## src/rtl/chad_stack_cache.sv

```systemverilog
// Circular on-chip stack cache for the chad core; spills the bottom cell to, and
// refills it from, a backing RAM in the background and stalls the core only when it must.
module chad_stack_cache #(
    parameter int WIDTH   = 18,
    parameter int DEPTH   = 16,
    parameter int MAWIDTH = 10,
    parameter int HI      = 12,
    parameter int LO      = 4
) (
    input  logic               clk,
    input  logic               resetq,
    input  logic               hold_i,
    input  logic [1:0]         delta_i,
    input  logic               we_i,
    input  logic [WIDTH-1:0]   wd_i,
    output logic [WIDTH-1:0]   rd_o,
    output logic               stall_o,
    output logic [MAWIDTH:0]   depth_o,
    output logic               oflow_o,
    output logic               uflow_o,
    output logic               mem_req_o,
    output logic               mem_we_o,
    output logic [MAWIDTH-1:0] mem_addr_o,
    output logic [WIDTH-1:0]   mem_wdata_o,
    input  logic               mem_ack_i,
    input  logic [WIDTH-1:0]   mem_rdata_i
);
    // state | meaning
    // IDLE  | no backing RAM transfer outstanding
    // SPILL | bottom cell being written to RAM at mem_cnt; cell stays resident until ack
    // FILL  | RAM cell mem_cnt-1 being read into the slot below the bottom cell
    typedef enum logic [1:0] {S_IDLE, S_SPILL, S_FILL} state_t;

    localparam int PW = $clog2(DEPTH);
    localparam int NW = PW + 3;
    localparam logic signed [NW-1:0] N_DEPTH    = NW'(DEPTH);
    localparam logic signed [NW-1:0] N_DEPTH_M1 = NW'(DEPTH - 1);
    localparam logic signed [NW-1:0] N_ONE      = NW'(1);
    localparam logic [PW:0]          C_DEPTH    = (PW + 1)'(DEPTH);
    localparam logic [PW:0]          C_HI       = (PW + 1)'(HI);
    localparam logic [PW:0]          C_LO       = (PW + 1)'(LO);
    localparam logic [PW-1:0]        P_ONE      = PW'(1);
    localparam logic [MAWIDTH:0]     MEM_MAX    = {1'b1, {MAWIDTH{1'b0}}};
    localparam logic [MAWIDTH:0]     M_ONE      = (MAWIDTH + 1)'(1);
    localparam logic [MAWIDTH-1:0]   MA_ONE     = MAWIDTH'(1);

    state_t             state_q, state_d;
    logic [WIDTH-1:0]   cell_q [DEPTH];
    logic [PW-1:0]      ptr_q, ptr_d;
    logic [PW:0]        count_q, count_d;
    logic [MAWIDTH:0]   mem_cnt_q, mem_cnt_d;
    logic               mem_req_q, mem_req_d, mem_we_q, mem_we_d;
    logic [MAWIDTH-1:0] mem_addr_q, mem_addr_d;
    logic [WIDTH-1:0]   mem_wdata_q, mem_wdata_d;
    logic               oflow_q, oflow_d, uflow_q, uflow_d;

    logic signed [NW-1:0] delta_s, count_s, n, n_acc;
    logic [PW-1:0]        wr_idx, bottom;
    logic [MAWIDTH+1:0]   depth_sum;
    logic                 mem_full, mem_empty, stall_raw, cpu_go;
    logic                 spill_done, fill_done, over, under;

    always_comb begin
        delta_s    = {{(NW-2){delta_i[1]}}, delta_i};
        count_s    = {2'b00, count_q};
        n          = count_s + delta_s;
        mem_full   = (mem_cnt_q == MEM_MAX);
        mem_empty  = (mem_cnt_q == '0);
        // Outside IDLE the base rule still applies so a pending transfer is never raced.
        stall_raw  = ((n > N_DEPTH) && !mem_full) || (n[NW-1] && !mem_empty);
        if (state_q == S_SPILL) stall_raw = stall_raw || (n < N_ONE);
        if (state_q == S_FILL)  stall_raw = stall_raw || (n > N_DEPTH_M1);
        cpu_go     = !hold_i && !stall_raw;
        spill_done = mem_req_q && mem_ack_i && mem_we_q;
        fill_done  = mem_req_q && mem_ack_i && !mem_we_q;
        wr_idx     = ptr_q + delta_s[PW-1:0];
        bottom     = ptr_q - count_q[PW-1:0] + P_ONE;
        ptr_d      = cpu_go ? wr_idx : ptr_q;

        n_acc = cpu_go ? n : count_s;
        if (fill_done)  n_acc = n_acc + N_ONE;
        if (spill_done) n_acc = n_acc - N_ONE;
        // Only a full-RAM push or an empty-RAM pop can leave the range 0..DEPTH.
        over    = n_acc > N_DEPTH;
        under   = n_acc[NW-1];
        count_d = over ? C_DEPTH : (under ? '0 : n_acc[PW:0]);
        oflow_d = oflow_q || over;
        uflow_d = uflow_q || under;

        mem_cnt_d = mem_cnt_q;
        if (spill_done) mem_cnt_d = mem_cnt_q + M_ONE;
        if (fill_done)  mem_cnt_d = mem_cnt_q - M_ONE;

        depth_sum = {1'b0, mem_cnt_q} + (MAWIDTH + 2)'(count_q);
        depth_o   = depth_sum[MAWIDTH+1] ? '1 : depth_sum[MAWIDTH:0];
    end

    always_comb begin
        state_d     = state_q;
        mem_req_d   = mem_req_q;
        mem_we_d    = mem_we_q;
        mem_addr_d  = mem_addr_q;
        mem_wdata_d = mem_wdata_q;
        unique case (state_q)
            S_IDLE: begin
                if (count_q > C_HI && !mem_full) begin
                    state_d     = S_SPILL;
                    mem_req_d   = 1'b1;
                    mem_we_d    = 1'b1;
                    mem_addr_d  = mem_cnt_q[MAWIDTH-1:0];
                    mem_wdata_d = cell_q[bottom];
                end else if (count_q < C_LO && !mem_empty) begin
                    state_d    = S_FILL;
                    mem_req_d  = 1'b1;
                    mem_we_d   = 1'b0;
                    mem_addr_d = mem_cnt_q[MAWIDTH-1:0] - MA_ONE;
                end
            end
            default: begin
                if (mem_ack_i) begin
                    state_d   = S_IDLE;
                    mem_req_d = 1'b0;
                end
            end
        endcase
    end

    always_ff @(posedge clk or negedge resetq) begin
        if (!resetq) begin
            state_q     <= S_IDLE;
            ptr_q       <= '0;
            count_q     <= '0;
            mem_cnt_q   <= '0;
            mem_req_q   <= 1'b0;
            mem_we_q    <= 1'b0;
            mem_addr_q  <= '0;
            mem_wdata_q <= '0;
            oflow_q     <= 1'b0;
            uflow_q     <= 1'b0;
        end else begin
            state_q     <= state_d;
            ptr_q       <= ptr_d;
            count_q     <= count_d;
            mem_cnt_q   <= mem_cnt_d;
            mem_req_q   <= mem_req_d;
            mem_we_q    <= mem_we_d;
            mem_addr_q  <= mem_addr_d;
            mem_wdata_q <= mem_wdata_d;
            oflow_q     <= oflow_d;
            uflow_q     <= uflow_d;
        end
    end

    // A CPU write to the same slot as a fill lands last: the filled cell became the top.
    always_ff @(posedge clk) begin
        if (fill_done)       cell_q[bottom - P_ONE] <= mem_rdata_i;
        if (cpu_go && we_i)  cell_q[wr_idx]         <= wd_i;
    end

    assign rd_o        = cell_q[ptr_q];
    assign stall_o     = resetq && stall_raw;
    assign oflow_o     = oflow_q;
    assign uflow_o     = uflow_q;
    assign mem_req_o   = mem_req_q;
    assign mem_we_o    = mem_we_q;
    assign mem_addr_o  = mem_addr_q;
    assign mem_wdata_o = mem_wdata_q;
endmodule

```

## config.mk

```make
export PLATFORM = sky130hd
export DESIGN_NAME = chad_stack_cache
export DESIGN_NICKNAME = d
export VERILOG_FILES = /design/src/rtl/chad_stack_cache.sv
export SDC_FILE = /design/constraint.sdc
export NUM_CORES = 1
export LEC_CHECK = 0
export ABC_AREA = 0
export CAP_MARGIN = 20
export CORE_ASPECT_RATIO = 0.5
export CORE_UTILIZATION = 45
export DETAILED_ROUTE_END_ITERATION = 10
export DONT_BUFFER_PORTS = 1
export GPL_TIMING_DRIVEN = 0
export PLACE_DENSITY = 0.66
export SETUP_SLACK_MARGIN = 0.05
export SYNTH_ARGS = -nofsm -noshare
export SYNTH_HDL_FRONTEND = slang
export SYNTH_SLANG_ARGS = --single-unit
```

## constraint.sdc

```tcl
create_clock -name clk -period 7.3 [get_ports clk]
set_clock_uncertainty 0.05 [all_clocks]
set_input_delay 0.73 -clock clk [delete_from_list [all_inputs] [get_ports clk]]
set_output_delay 0.73 -clock clk [all_outputs]
set_load 0.01 [all_outputs]
```

==> results of run 1 <==
through the flow:
step	power, uW	instances	worst slack [ns]	util (%)
final	10700	2037	1.40	51.2
after global routing	11100	2037	1.22	51.2
after CTS	10600	2030	1.07	51.0
after detailed placement	8860	1966	1.08	48.6
after global placement	8430	1944	-0.957	47.4
after floorplan	6820	1346	2.15	-
critical path: cells and delay by family (launching register included):
family                   cells  cell delay [ns]
XOR/XNOR                     2             0.67
AND/OR/NAND/NOR              1             0.50
buffers and inverters        7             2.32
flip-flops                   1             0.40
AO/OA/AOI/OAI                1             0.74
adder cells (fa/ha/maj)      3             0.91
final timing paths:
path | endpoint | slack, ns | cells after the start
worst max-delay path | cell_q[2][0] | 1.40 | 14
worst min-delay path | mem_wdata_o[15] | 0.01 | 1
worst max register to register | cell_q[2][0] | 1.40 | 14
worst min register to register | uflow_o | 0.52 | 1
max in group asynchronous | mem_addr_o[7] | 6.88 | 1
min in group clk | state_q[0] | 0.25 | 1
sequential cells by signal (all words and copies together) (netlist names):
register and cells:
cell_q 288, count_q 5, mem_addr_o 10, mem_cnt_q 11, mem_req_o 1, mem_wdata_o 18, mem_we_o 1, oflow_o 1
ptr_q 4, state_q 2, uflow_o 1
timing repair:
action,4_1_cts,5_1_grt
gates resized for setup,0,0
hold endpoints to repair,54,0
hold buffers,1,0
Yosys cell counts, types with 7 or more instances:
library cell,instances,share of area [%]
sky130_fd_sc_hd__buf_1,19,0.34
sky130_fd_sc_hd__mux2_1,38,2.1
sky130_fd_sc_hd__edfxtp_1,288,42
sky130_fd_sc_hd__nor2b_1,8,0.24
sky130_fd_sc_hd__nand3_1,18,0.43
sky130_fd_sc_hd__a21oi_1,30,0.72
sky130_fd_sc_hd__dfrtp_1,54,6.5
sky130_fd_sc_hd__mux2_2,272,15
sky130_fd_sc_hd__buf_2,11,0.26
sky130_fd_sc_hd__ha_1,30,1.8
sky130_fd_sc_hd__mux4_2,180,19
sky130_fd_sc_hd__nor2_1,38,0.69
sky130_fd_sc_hd__clkbuf_1,75,1.4
sky130_fd_sc_hd__nand4_1,7,0.21
sky130_fd_sc_hd__xnor2_1,25,1.1
sky130_fd_sc_hd__nand2_1,39,0.70
sky130_fd_sc_hd__or3_1,10,0.30
sky130_fd_sc_hd__xor2_1,15,0.63
sky130_fd_sc_hd__inv_1,24,0.43
sky130_fd_sc_hd__nand2b_1,10,0.30
sky130_fd_sc_hd__o21ai_0,32,0.77
power by group:
group | internal [uW] | switching (uW)
sequential | 2500 | 259
combinational | 2820 | 3370
clock | 957 | 799
logic make-up (layout without fill, tap and decap cells):
kind of cell               count (synthesis)  after routing  synth area share [%]
muxes                                    496            496                  36.6
DFF                                      342            342                  48.1
and+or+nand+nor                          186            186                  5.27
buffers and inverters                    137            230                  2.77
AOI/OAI and AO/OA                        110            110                  3.36
xor gates and xnor gates                  40             40                  1.68
adders and majority gates                 35             35                  2.29
metal layers:
metal / track usage [%] / part of all wire, %
met1: 38.4 / 41
met2: 42.9 / 47
met3: 4.27 / 8.8
met4: 9.21 / 2.9
met5: 0 / 0
layout make-up:
type                       count  area share, %
buffer                       113           2.09
clock buffer                  47           4.09
clock inverter                16          0.532
inverter                      24          0.387
multi-input combinational    867           44.5
sequential                   342           43.0
tap                          598           3.22
timing repair buffer          30           2.18
==> results by stage, run 1 <==
STA:
- Measured against its own limit, the worst slew margin works out to 18.1%.
- The final critical path takes up 80.8% of the cycle.
- The hold violation total from the final report is 0.
- The maximum clock frequency is 169 MHz.
- Setup violations remaining at the end of the flow were counted as 0.
- Setup repair after global routing left no endpoint under its margin.
- The minimum clock period after layout is 5.90 ns.
- At the pin with the least slew margin, the transition time is 1.23 ns.
- Hold timing on the final database bottoms out at a slack of 0.0148 ns.
- The summed negative setup slack over all endpoints is 0 ns.
- The count of final max-slew check failures is 0.

Power and ir drop:
- The cell leakage power is 0.00775 uW.
- The power density normalized to cell area is 460 mW/mm^2.
- The worst-case IR drop observed on VDD is between 0.0003 and 0.0004 V.

Finish:
- The final-stage net count is 1491.
- The count of fill cells added during filler insertion is 3684.
- The finished cells cover 0.0233 mm^2.
- The total area of sequential cells is 0.0100 mm^2.
- Leaving out fill and tap cells, the most frequent cell in the layout is sky130_fd_sc_hd__edfxtp_1.
- The multi-input combinational cells in the finished layout cover a total of 0.0104 mm^2.
- The signed area change from the synthesized netlist to the final layout is 11.9%.
- The number of diodes added for antenna fixing is 0.
- In the layout the commonest cells are sky130_fd_sc_hd__edfxtp_1, sky130_fd_sc_hd__mux2_2, sky130_fd_sc_hd__mux4_2.
- The share of final-layout standard cells stronger than drive strength 1 is 41.2%.

Detailed routing:
- The number of vias per cell is 6.63.
- In this run the remaining antenna-violating nets after routing total 0.
- The first detailed-routing pass ran for 8 iterations.
- After detailed routing, the average wire length per cell comes to ~31 um.
- The via count is 13500.
- After detailed routing, the number of remaining DRC violations is 0.
- The number of DRC markers after the initial detailed-route iteration is ~1600.
- The final layout contains routed wiring with a total length of 63200 um.

Global route:
- In the global route stage, overall resource usage came out at a little over a quarter.
- The number of global-route vias before repair is 13600.
- Summed over all layers, the global routing overflow is 0.
- Entering global routing, the biggest net connects between 50 and 60 pins.
- The first-pass GRT wire length is 92200 um.
- The number of antenna violations at the first check in global routing came to 0.

Synthesis:
- The post-synthesis cell type count is 64.
- Synthesis produced about 1300 cells.
- Among all flip-flop cells after synthesis, the most frequent one is sky130_fd_sc_hd__edfxtp_1.
- Yosys printed 0 warnings.
- The share of synthesized area occupied by flip-flops and latches is approximately half.
- The total of flip-flops plus latches after synthesis is between 300 and 400.
- The average footprint of a synthesized cell is 15.5 um^2.
- The number of enable-type register cells in the synthesized netlist is between 200 and 300.
- In the synthesized netlist the async set-or-reset flop fraction comes to 15.8%.
- The cell area that synthesis handed to floorplanning was ~0.021 mm^2.
- When the netlist entered floorplanning its net count stood at 1424.

Clock tree:
- The clock net in this run drives a total of ~340 sinks.
- The total clock buffers created by CTS is 35.
- In this run the number of H-tree levels came out at 2.
- The clock insertion delay at the later pin of the skew report is around 0.55 ns.
- The maximum clock insertion buffer count is 3.
- The TritonCTS clock tree is done.
- The post-CTS setup buffer count is 0.
- The clock edge transition at the registers on the reported setup and hold paths is 0.06 ns.
- Clock tree synthesis selected as its root buffer the cell sky130_fd_sc_hd__clkbuf_16.

Setup path:
- The master of the slowest instance on the critical path is sky130_fd_sc_hd__clkbuf_1.
- STA classifies the critical path startpoint as a flop.
- The worst setup path is captured at a flop.
- The critical path is of the flop to flop type.
- On the worst path, the slowest cell contributes a delay of approximately 0.84 ns.
- The data arrival at the endpoint of the critical path is just over 6 ns.
- Traced cell by cell, the critical path runs through clkbuf_1 > clkbuf_1 > inv_1 > ha_1 > inv_1 > ha_1 > fa_1 > xor2_1 > xnor2_1 > clkbuf_1 > inv_1 > or3_1 > o21ai_2 > buf_16.
- STA puts the critical path data required time at ~7.5 ns.
- The critical path launch point is ptr_q[1].
- Along the worst path, the maximum fanout reaches 10.
- In this run the critical register-to-register path is launched from ptr_q[1].

Place:
- The number of port buffers is 0.
- The sum of net half-perimeters after detailed placement is 43400 um.
- The post-placement cell area is 0.0221 mm^2.
- The congestion estimate from routability-driven global placement came to 0.893.

Worst hold path:
- The type of the tightest min-delay check is primary input to asynchronous set/reset pin.

Floorplan:
- In this run the standard cell core region covers about 0.045 mm^2.
- Pin placement for this block handled between 100 and 150 I/O pins.
- The floorplan step defined a die boundary enclosing 0.0471 mm^2.
- The die is 306 um wide.
- The floorplan die height is 154 um.
- The standard-cell row count is 55.
- The initial utilization of the core area, before any placement, comes to 45.8%.

Flow run:
- The max-cap check violation count is 0.

Run status:
- The flow ran to the end, and the final reports show no timing, DRC or antenna violations.
No activity file was read; power rests on OpenSTA's default activity.
==> run 2: changes to the inputs <==
==> constraint.sdc (replaced) <==
create_clock -name clk -period 5.8 [get_ports clk]
set_clock_uncertainty 0.05 [all_clocks]
set_input_delay 0.58 -clock clk [delete_from_list [all_inputs] [get_ports clk]]
set_output_delay 0.58 -clock clk [all_outputs]
set_load 0.01 [all_outputs]
==> run 2 against run 1 <==
  * Die area did not move
  * Critical path type unchanged
  * Largest cell class unchanged
  * Clock power rose by 26%
  * Critical path depth is the same
  * Combinational power increased by 26%
  * Cell count unchanged
  * First-iteration DRC count up 4.0%
  * Global-route usage did not move
  * Flip-flop and latch count did not move
  * Wire length about the same
  * Non-clock buffer count stayed put
==> results by stage, run 2 (same netlist as run 1, synthesis figures left out) <==
Setup path:
- The critical path launch point is ptr_q[1].
- By instance count, the cell type seen most on the critical path is sky130_fd_sc_hd__inv_1.
- The kind of end point of the critical path is a flop.
- The data arrival at the endpoint of the critical path is 5.74 ns (-0.36 ns).
- The kind of cell adding the most delay to the critical path is buffers and inverters.
- The longest individual stage delay on the worst path was 0.79 ns (-0.05 ns).
- STA classifies the critical path startpoint as a flop.
- The biggest fanout along the worst timing path was 10 (unchanged).
- Walking the worst path, the cells encountered are clkbuf_1 > clkbuf_2 > inv_1 > ha_1 > inv_1 > ha_1 > fa_1 > xor2_1 > xnor2_1 > clkbuf_2 > inv_1 > or3_1 > o21ai_2 > buf_16.
- The master of the slowest instance on the critical path is sky130_fd_sc_hd__o21ai_2.
- The data required time at the worst endpoint is 6.00 ns (-1.50 ns).
- The number of cells on the critical path is 14 (unchanged).
- The critical path buffer and inverter count came to 7 (unchanged).
- The setup path with the least slack is of type flop to flop.
- The launching point of the worst reg2reg path is ptr_q[1].
- The logic depth of the worst register-to-register path is 14 (unchanged).

STA:
- The headroom to the max-slew limit is 19.2% (+1.1 points).
- The hold violation total from the final report was 0 (unchanged).
- The count of final max-slew check failures came to 0 (unchanged).
- The minimum clock period after layout is 5.54 ns (-0.361 ns).
- The maximum clock frequency is 180 MHz (+6.5%).
- Setup repair after global routing left no endpoint under its margin.
- The final worst slack was 0.260 ns (-1.14 ns).
- The final setup violation count came to 0 (unchanged).
- The hold slack is 0.0974 ns (+0.0826 ns).
- The slew of the pin with the lowest slew margin is 1.21 ns (-0.0159 ns).
- The final clock period utilization by the worst path is 95.5% (+15 points).

Worst hold path:
- The beginning of the worst hold path is mem_ack_i.
- Counting instances, the worst hold path has a depth of 1.
- The type of the tightest min-delay check is primary input to flop.

Finish:
- The number of cells in the finished layout apart from fillers came to 2037 (unchanged).
- The total area of multi-input combinational cells is 0.0104 mm^2 (+0.19%).
- The most flop-heavy register is cell_q.
- Leaving out fill and tap cells, the most frequent cell in the layout is sky130_fd_sc_hd__edfxtp_1.
- The post-route cell area is 0.0233 mm^2 (+0.10%).
- Leaving out fill and tap cells, the most frequent cells in the layout are sky130_fd_sc_hd__edfxtp_1, sky130_fd_sc_hd__mux2_2, sky130_fd_sc_hd__mux4_2.
- The total area of sequential cells is 0.0100 mm^2 (about the same).
- The share of final-layout standard cells stronger than drive strength 1 is 41.7% (+0.49 points).
- The final-stage net count was 1491 (unchanged).
- The flip-flop count of the largest register, all copies and words added is 288 (unchanged).
- The number of diodes added for antenna fixing is 0 (unchanged).
- The signed area change from the synthesized netlist to the final layout is 12.0%.
- The count of fill cells added during filler insertion is 3676 (-0.22%).

Place:
- The post-placement cell count came to 1966 (unchanged).
- The placement-stage worst setup slack is -0.419 ns (-1.50 ns).
- The sum of net half-perimeters after detailed placement is 43400 um (unchanged).
- The number of port buffers was 0 (unchanged).
- The weighted congestion reported at the end of routability-driven placement is 0.893 (unchanged).
- The post-placement cell area was 0.0221 mm^2 (unchanged).

Floorplan:
- The floorplan die height is 154 um (unchanged).
- The core region area is 0.0454 mm^2 (unchanged).
- The area of the die came to 0.0471 mm^2 (unchanged).
- The effective utilization at floorplan is 45.8% (unchanged).
- The top-level I/O count came to 105 (unchanged).
- The standard-cell row count is 55 (unchanged).
- The floorplan die width is 306 um (unchanged).

Clock tree:
- The TritonCTS clock tree is done.
- The count of H-tree levels built during CTS is 2 (unchanged).
- The total clock buffers created by CTS is 35 (unchanged).
- The clock edge transition at the registers on the reported setup and hold paths was 0.07 ns (about the same).
- The maximum clock insertion buffer count came to 3 (unchanged).
- The clock insertion delay at the later pin of the skew report was 0.55 ns (about the same).
- The TritonCTS sink count is 342 (unchanged).
- CTS placed an instance of sky130_fd_sc_hd__clkbuf_16 at the clock tree root.

Detailed routing:
- The detail-routed net length per standard cell is 31.0 um (about the same).
- The length of the first detailed-routing pass in iterations came to 5 (-3).
- The number of vias per cell is 6.59 (-0.67%).
- The number of DRC markers after the initial detailed-route iteration is 1613 (+4.0%).
- The routed wire length is 63200 um (about the same).
- The via count is 13400 (-0.67%).
- The number of nets still failing antenna checks after routing is 0 (unchanged).
- The final routed DRC violation total was 0 (unchanged).

Power and ir drop:
- The power density normalized to cell area is 578 mW/mm^2 (+26%).
- The overall power of the completed layout is 13500 uW (+26%).
- The worst vdd rail ir drop is 0.000437 V (+19%).
- The cell leakage power is 0.00775 uW (about the same).

Global route:
- The pin count of the biggest net entering global routing came to 55 (unchanged).
- The number of global-route vias before repair is 13600 (+0.044%).
- The total track usage was 27.1% (unchanged).
- The total congestion overflow after global routing is 0 (unchanged).
- The first-pass GRT wire length was 92200 um (about the same).
- The number of antenna violations at the first check in global routing came to 0 (unchanged).

Run status:
- The flow ran to the end, and the final reports show no timing, DRC or antenna violations.

Flow run:
- The max-cap check violation count is 0 (unchanged).
run 2: cell count changes in the layout (fill, tap and decap cells not counted), sizes merged:
cell	before	now
dlygate4sd3	0	1
buf	68	67
run 2: metal layers:
metal | share of wire (%) | up-vias | GRT usage (%)
li1 | - | 5549 | -
met1 | 41 | 7023 | 38.4
met2 | 47 | 721 | 42.9
met3 | 8.8 | 122 | 4.27
met4 | 3.1 | 0 | 9.21
met5 | 0 | - | 0
run 2: per-stage QoR:
stage               utilization (%)  TNS (ns)
CTS                            51.1         0
floorplan                         -         0
detailed placement             48.6    -49.23
global route                   51.3         0
global placement               47.4   -411.28
finish                         51.3         0
run 2: final timing paths:
kind | to | slack, ns
max in group asynchronous | mem_addr_o[7] | 4.85
setup / recovery | cell_q[2][0] | 0.26
setup reg to reg | cell_q[2][0] | 0.26
hold reg to reg | uflow_o | 0.52
hold / removal | state_q[0] | 0.1
min in group asynchronous | mem_wdata_o[15] | 0.56
run 2: final cells by class:
type | count | area share (%)
multi-input cells | 867 | 44.6
clock buffers | 47 | 4.08
inverters | 24 | 0.387
clock inverters | 16 | 0.532
well taps | 598 | 3.21
plain buffers | 113 | 2.10
repair buffers | 30 | 2.18
flip-flops and latches | 342 | 42.9
run 2: worst reg2reg max path, cell delays in order, from the launching register on:
cell                       delay, ns
sky130_fd_sc_hd__dfrtp_1        0.40
sky130_fd_sc_hd__clkbuf_1       0.42
sky130_fd_sc_hd__clkbuf_2       0.51
sky130_fd_sc_hd__inv_1          0.14
sky130_fd_sc_hd__ha_1           0.30
sky130_fd_sc_hd__inv_1          0.04
sky130_fd_sc_hd__ha_1           0.19
sky130_fd_sc_hd__fa_1           0.38
sky130_fd_sc_hd__xor2_1         0.18
sky130_fd_sc_hd__xnor2_1        0.48
sky130_fd_sc_hd__clkbuf_2       0.53
sky130_fd_sc_hd__inv_1          0.11
sky130_fd_sc_hd__or3_1          0.50
sky130_fd_sc_hd__o21ai_2        0.79
sky130_fd_sc_hd__buf_16         0.23
run 2: report_power, final:
group / leakage [uW] / internal, uW / switching, uW
Combinational: 0.00400 / 3520 / 4250
Sequential: 0.00323 / 3150 / 324
Clock: 0.000518 / 1200 / 1000
Total: 0.00775 / 7880 / 5580
run 2: what timing repair did:
action                                 4_1_cts  5_1_grt
setup endpoints to repair                  144        7
setup buffers                                0        0
hold buffers                                 2        0
pin swaps                                    0        0
resized for setup                            2        6
endpoints found under the hold margin       54        0
